===== config.mk =====
export PLATFORM = sky130hd
export DESIGN_NAME = i2c_reg_cfg_flat
export DESIGN_NICKNAME = d
export VERILOG_FILES = /design/src/rtl/i2c_reg_cfg_if.sv /design/src/rtl/i2c_reg_cfg.sv /design/src/flat_wrapper.sv
export SDC_FILE = /design/constraint.sdc
export NUM_CORES = 1
export LEC_CHECK = 0
export CELL_PAD_IN_SITES_DETAIL_PLACEMENT = 1
export CELL_PAD_IN_SITES_GLOBAL_PLACEMENT = 2
export CORE_MARGIN = 3
export CORE_UTILIZATION = 31
export DETAILED_ROUTE_END_ITERATION = 8
export MAX_ROUTING_LAYER = met4
export PLACE_DENSITY = 0.83
export SLEW_MARGIN = 20
export SYNTH_ARGS = -nofsm -noshare
export SYNTH_HDL_FRONTEND = slang
export SYNTH_SLANG_ARGS = --single-unit
export TNS_END_PERCENT = 10

===== constraint.sdc =====
create_clock -name sys_clk -period 5.32 [get_ports sys_clk]
set_input_delay 1.33 -clock sys_clk [delete_from_list [all_inputs] [get_ports sys_clk]]
set_output_delay 1.33 -clock sys_clk [all_outputs]
set_load 0.05 [all_outputs]

===== src/rtl/i2c_reg_cfg_if.sv =====
// Sequencer-side bus: ROM fetch port plus the I2C master command port.
// master = sequencer, slave = ROM and I2C master.
interface i2c_reg_cfg_if;
  logic [7:0]  cfg_idx;
  logic [23:0] cfg_data;
  logic        i2c_end;
  logic [7:0]  rd_data;
  logic        i2c_start;
  logic        wr_en;
  logic        rd_en;
  logic        addr_num;
  logic [15:0] byte_addr;
  logic [7:0]  wr_data;

  modport master (
    output cfg_idx, i2c_start, wr_en, rd_en,
    output addr_num, byte_addr, wr_data,
    input  cfg_data, i2c_end, rd_data
  );

  modport slave (
    input  cfg_idx, i2c_start, wr_en, rd_en,
    input  addr_num, byte_addr, wr_data,
    output cfg_data, i2c_end, rd_data
  );
endinterface


===== src/rtl/i2c_reg_cfg.sv =====
// Register-init sequencer: walks a {addr16,data8} ROM, one I2C write per entry.
// Define I2C_READBACK_EN to add a verify read per write (cfg_err/err_cnt).
module i2c_reg_cfg #(
  parameter logic [7:0]  REG_NUM  = 8'd200,
  parameter logic [14:0] PWR_DLY  = 15'd20000,
  parameter logic [3:0]  GAP_CYC  = 4'd8,
  parameter logic [9:0]  DLY_UNIT = 10'd1000
) (
  input  logic       sys_clk,
  input  logic       sys_rst_n,
  input  logic       cfg_start,
  output logic       cfg_busy,
  output logic       cfg_done,
`ifdef I2C_READBACK_EN
  output logic       cfg_err,
  output logic [7:0] err_cnt,
`endif
  i2c_reg_cfg_if.master bus
);
  typedef enum logic [3:0] {
    PWR_WAIT, FETCH, ISSUE, WAIT_END, DLY,
    GAP, RD_ISSUE, RD_WAIT, DONE
  } state_t;

  state_t      state, state_nx;
  logic [17:0] cnt, cnt_nx;
  logic [7:0]  idx, idx_nx;
  logic [15:0] addr, addr_nx;
  logic [7:0]  data, data_nx;
  logic        rb_pend, rb_nx;
  logic [17:0] pwr_last, gap_last, dly_last;
  logic        marker;

`ifdef I2C_READBACK_EN
  localparam logic RB = 1'b1;
  logic       err_nx;
  logic [7:0] ecnt_nx;
`else
  localparam logic RB = 1'b0;
`endif

  assign pwr_last = 18'(PWR_DLY) - 18'd1;
  assign gap_last = 18'(GAP_CYC) - 18'd1;
  assign dly_last = 18'(data) * 18'(DLY_UNIT) - 18'd1;
  assign marker   = (bus.cfg_data[23:8] == 16'hFFFF);

  always_comb begin
    state_nx = state;
    cnt_nx   = cnt + 18'd1;
    idx_nx   = idx;
    addr_nx  = addr;
    data_nx  = data;
    rb_nx    = rb_pend;
`ifdef I2C_READBACK_EN
    err_nx   = cfg_err;
    ecnt_nx  = err_cnt;
`endif
    unique case (state)
      PWR_WAIT: if (cnt == pwr_last) begin
        state_nx = FETCH;
        cnt_nx   = '0;
      end
      // second FETCH cycle: ROM word for idx is now valid
      FETCH: if (cnt[0]) begin
        cnt_nx  = '0;
        addr_nx = bus.cfg_data[23:8];
        data_nx = bus.cfg_data[7:0];
        rb_nx   = 1'b0;
        if (!marker)
          state_nx = ISSUE;
        else if (bus.cfg_data[7:0] == 8'd0)
          state_nx = GAP;
        else
          state_nx = DLY;
      end
      ISSUE: begin
        state_nx = WAIT_END;
        cnt_nx   = '0;
      end
      WAIT_END: begin
        cnt_nx = '0;
        if (bus.i2c_end) begin
          state_nx = GAP;
          rb_nx    = RB;
        end
      end
      DLY: if (cnt == dly_last) begin
        state_nx = GAP;
        cnt_nx   = '0;
      end
      GAP: if (cnt == gap_last) begin
        cnt_nx = '0;
        if (rb_pend)
          state_nx = RD_ISSUE;
        else if (idx == REG_NUM - 8'd1)
          state_nx = DONE;
        else begin
          idx_nx   = idx + 8'd1;
          state_nx = FETCH;
        end
      end
      RD_ISSUE: begin
        state_nx = RD_WAIT;
        cnt_nx   = '0;
      end
      RD_WAIT: begin
        cnt_nx = '0;
        if (bus.i2c_end) begin
          state_nx = GAP;
          rb_nx    = 1'b0;
`ifdef I2C_READBACK_EN
          if (bus.rd_data != data) begin
            err_nx = 1'b1;
            if (err_cnt != 8'hFF)
              ecnt_nx = err_cnt + 8'd1;
          end
`endif
        end
      end
      DONE: begin
        cnt_nx = '0;
        if (cfg_start) begin
          state_nx = FETCH;
          idx_nx   = '0;
`ifdef I2C_READBACK_EN
          err_nx   = 1'b0;
          ecnt_nx  = '0;
`endif
        end
      end
      default: begin
        state_nx = PWR_WAIT;
        cnt_nx   = '0;
      end
    endcase
  end

  always_ff @(posedge sys_clk or negedge sys_rst_n) begin
    if (!sys_rst_n) begin
      state   <= PWR_WAIT;
      cnt     <= '0;
      idx     <= '0;
      addr    <= '0;
      data    <= '0;
      rb_pend <= 1'b0;
    end else begin
      state   <= state_nx;
      cnt     <= cnt_nx;
      idx     <= idx_nx;
      addr    <= addr_nx;
      data    <= data_nx;
      rb_pend <= rb_nx;
    end
  end

`ifdef I2C_READBACK_EN
  always_ff @(posedge sys_clk or negedge sys_rst_n) begin
    if (!sys_rst_n) begin
      cfg_err <= 1'b0;
      err_cnt <= '0;
    end else begin
      cfg_err <= err_nx;
      err_cnt <= ecnt_nx;
    end
  end

  assign bus.rd_en = (state == RD_ISSUE) ||
                     (state == RD_WAIT);
`else
  assign bus.rd_en = 1'b0;
`endif

  assign bus.cfg_idx   = idx;
  assign bus.byte_addr = addr;
  assign bus.wr_data   = data;
  assign bus.addr_num  = 1'b1;
  assign bus.i2c_start = (state == ISSUE) ||
                         (state == RD_ISSUE);
  assign bus.wr_en     = (state == ISSUE) ||
                         (state == WAIT_END);
  assign cfg_done      = (state == DONE);
  assign cfg_busy      = !cfg_done;
endmodule


===== src/flat_wrapper.sv =====
// flat-port wrapper written by rule: the top's interface ports become plain ports
module i2c_reg_cfg_flat 
#(
  parameter logic [7:0]  REG_NUM  = 8'd200,
  parameter logic [14:0] PWR_DLY  = 15'd20000,
  parameter logic [3:0]  GAP_CYC  = 4'd8,
  parameter logic [9:0]  DLY_UNIT = 10'd1000
)
  (sys_clk, sys_rst_n, cfg_start, cfg_busy, cfg_done, bus_cfg_idx, bus_i2c_start, bus_wr_en, bus_rd_en, bus_addr_num, bus_byte_addr, bus_wr_data, bus_cfg_data, bus_i2c_end, bus_rd_data);
  i2c_reg_cfg_if bus_i ();
  input  logic sys_clk;
  input  logic sys_rst_n;
  input  logic cfg_start;
  output logic cfg_busy;
  output logic cfg_done;
  output wire logic [$bits(bus_i.cfg_idx)-1:0] bus_cfg_idx;
  output wire logic [$bits(bus_i.i2c_start)-1:0] bus_i2c_start;
  output wire logic [$bits(bus_i.wr_en)-1:0] bus_wr_en;
  output wire logic [$bits(bus_i.rd_en)-1:0] bus_rd_en;
  output wire logic [$bits(bus_i.addr_num)-1:0] bus_addr_num;
  output wire logic [$bits(bus_i.byte_addr)-1:0] bus_byte_addr;
  output wire logic [$bits(bus_i.wr_data)-1:0] bus_wr_data;
  input wire logic [$bits(bus_i.cfg_data)-1:0] bus_cfg_data;
  input wire logic [$bits(bus_i.i2c_end)-1:0] bus_i2c_end;
  input wire logic [$bits(bus_i.rd_data)-1:0] bus_rd_data;
  assign bus_cfg_idx = bus_i.cfg_idx;
  assign bus_i2c_start = bus_i.i2c_start;
  assign bus_wr_en = bus_i.wr_en;
  assign bus_rd_en = bus_i.rd_en;
  assign bus_addr_num = bus_i.addr_num;
  assign bus_byte_addr = bus_i.byte_addr;
  assign bus_wr_data = bus_i.wr_data;
  assign bus_i.cfg_data = bus_cfg_data;
  assign bus_i.i2c_end = bus_i2c_end;
  assign bus_i.rd_data = bus_rd_data;
  i2c_reg_cfg #(.REG_NUM(REG_NUM), .PWR_DLY(PWR_DLY), .GAP_CYC(GAP_CYC), .DLY_UNIT(DLY_UNIT)) u_core (.sys_clk(sys_clk), .sys_rst_n(sys_rst_n), .cfg_start(cfg_start), .cfg_busy(cfg_busy), .cfg_done(cfg_done), .bus(bus_i));
endmodule

==> out/qor.csv <==
metric;value;unit
run_status;complete, but fails checks;
violations;setup timing;
synthCells;515;
synth.area.top_cells;dfrtp_1 28%, ha_1 10%, fa_1 9.2%, mux2_2 5.9%, inv_1 4.6%;
io_pins;74;
cts_made_buffers;5;
setup-violations-final;20;
synth_top_area_cell;dfrtp_1;
grt_pass1_vias;4833;
rsz0062_at_grt;true;
synth_top_area_share;28.25;%
yosysUniqueCellTypes;68;
crit_slowest_cell;fa_2;
cp_slowest_stage_delay;0.59;ns
worstPathRequired;5.52;ns
fin_nets;735;
place_hpwl;11.11;mm
fin_skew;0.008358;ns
grt_max_degree;30;
core_area;14810;um2
setup.worst_path.start_class;flop;
areaGrowthSynthToFinish;37.09;%
dp_cells;799;
worstPathCellList;fa_1 -> inv_1 -> fa_2 -> fa_1 -> inv_1 -> fa_2 -> ha_4 -> nor2_4 -> a211oi_4 -> or3_4 -> a221o_1 -> or4b_4 -> xor2_2 -> o22ai_4 -> a31oi_4 -> o21a_1 -> a221o_1;
cp_top_family;adder cells;
fill_cells;1661;
vias;4241;
final_cells;822;
synth_area;4783;um2
avgRoutedWirePerCell;17.62;um
dr_wl_met3;409;um
critPathKind;reg2reg;
postLayoutCoreUtil;44.28;%
via_per_inst;5.159;
cts.clk_slew.worst_paths;0.08;ns
die_area;16960;um2
slew_headroom;30.25;%
drive_above_1_share;24.92;%
worstSetupEndpoint;u_core.cnt[3];
die_h;130.2;um
grt_usage;18.53;%
grt-ovfl-total;0;
dr_wl_met2;7.401;mm
first_pass_iters;4;
synthFlopType;dfrtp_1;
r2r_end;u_core.cnt[3];
stdcell_area;6558;um2
seq_area;1368;um2
finalCriticalPeriod;5.554;ns
cp.depth;17;
fin_crit_sh;104.4;%
initial_utilization;32.30;%
grt_pass1_wl;24.30;mm
critPathBufInv;2;
die_x;130.2;um
synth_warnings;0;
portBuffers;63;
worstPathArrival;5.75;ns
max_freq;180.0;MHz
finalMaxSlewViolations;0;
synth_edf_count;0;
drt-met1-wl;6.406;mm
cap_violations;0;
cts.sinks;54;
worst_slack;-0.2342;ns
worstSetupEndpointType;flop;
gp_congestion;0.7970;
syn_nets;613;
ant_nets;0;
htreeDepth;2;
final_common_cell;buf_4;
rows;44;
synthArstFlopShare;100.0;%
top_layer_used;met4;
reg2reg_from;u_core.bus.wr_data[0];
drt-initial-drc-count;118;
worst_pin_slew;1.044;ns
synth_area_per_cell;9.288;um2
ctsRootBufferMaster;clkbuf_16;
num_antenna_cells;0;
routed_wl;14.48;mm
rr_worst_depth;17;
drc;0;
placed_area;6050;um2
multi_input_area;3379;um2
r2r_slack;-0.23;ns
cts_tree;yes;
antenna_found_initial;0;
layout_common_cells;64 x buf_4, 62 x clkdlybuf4s50_1, 57 x inv_1;
max-clock-path-buffers;2;
clk_latency;0.31;ns
hold_class;reg2reg;
cp-startpoint;u_core.bus.wr_data[0];
critPathMaxFanout;7;
ys_seq_area_share;28.25;%
ys_seq_elements;54;
hold_viol_final;0;
-- layout make-up --
type	count	area share, %
tap	184	3.511
sequential	54	20.85
clock buffer	6	2.118
timing repair buffer	133	18.07
inverter	58	3.320
clock inverter	2	0.5915
multi-input combinational	385	51.54
-- registers in the layout, summed over array words and instances, names as in the netlist --
name and count:
u_core.state 4, u_core.bus.byte_addr 16, u_core.bus.cfg_idx 8, u_core.cnt 18
u_core.bus.wr_data 8
-- repair_timing --
item                                    4_1_cts  5_1_grt
endpoints found under the hold margin         0        0
pin swaps                                    16        7
gates resized for setup                      26       16
gates cloned                                  2        0
setup buffers                                11        3
endpoints found under the setup margin       21       21
hold buffers                                  0        0
-- kinds of logic after synthesis --
logic type	Yosys count	synth area share, %
fa+ha+maj	62	19.67
flops	54	28.25
xor+xnor	42	7.978
other cells	2	0.1570
simple gates	176	19.09
compound gates	75	12.03
buf+inv	77	6.513
mux	27	6.304
-- synthesized netlist by cell type (all sizes together) (4+ instances only) --
library cell / instances
a211oi: 7
nand4: 14
xnor2: 21
nand3: 14
xor2: 20
ha: 40
nor3: 11
a21o: 4
o211ai: 4
fa: 22
nand2: 31
nor2: 52
dfrtp: 54
clkbuf: 12
o21a: 4
o21ai: 10
buf: 7
inv: 58
mux2: 25
nor3b: 4
nand2b: 8
nor4: 7
or3: 4
o22ai: 4
and3: 8
nand3b: 5
a21oi: 16
and2: 4
-- routing by layer --
| metal | vias to the layer above | track usage, % |
|---|---|---|
| li1 | 2027 | - |
| met1 | 2129 | 22.57 |
| met2 | 70 | 32.11 |
| met3 | 15 | 2.579 |
| met4 | 0 | 5.134 |
| met5 | - | - |
-- through the flow --
stage | setup TNS, ns | hold WS [ns] | setup WS, ns
2_1_floorplan | 0 | 0.5302 | 0.005859
3_3_place_gp | -2.605 | 0.4881 | -0.2029
3_5_place_dp | -7.000 | 0.4974 | -0.3877
4_1_cts | -3.259 | 0.5183 | -0.2570
5_1_grt | -7.246 | 0.5292 | -0.4445
6_report | -2.960 | 0.5110 | -0.2342
-- worst min path at each step --
stage	endpoint	start	slack, ns	depth (start not counted)
after floorplan	u_core.cnt[2]	u_core.cnt[2]	0.53	2
final	u_core.bus.byte_addr[13]	u_core.bus.byte_addr[13]	0.51	1
after CTS	u_core.bus.byte_addr[13]	u_core.bus.byte_addr[13]	0.52	1
after global placement	u_core.bus.byte_addr[5]	u_core.bus.byte_addr[5]	0.49	1
after detailed placement	u_core.bus.byte_addr[1]	u_core.bus.byte_addr[1]	0.50	1
after global routing	u_core.bus.byte_addr[13]	u_core.bus.byte_addr[13]	0.53	1
Power is left out: the tool's default activity adds up to more than one toggle a clock period on the data nets, which glitch-free logic cannot reach.
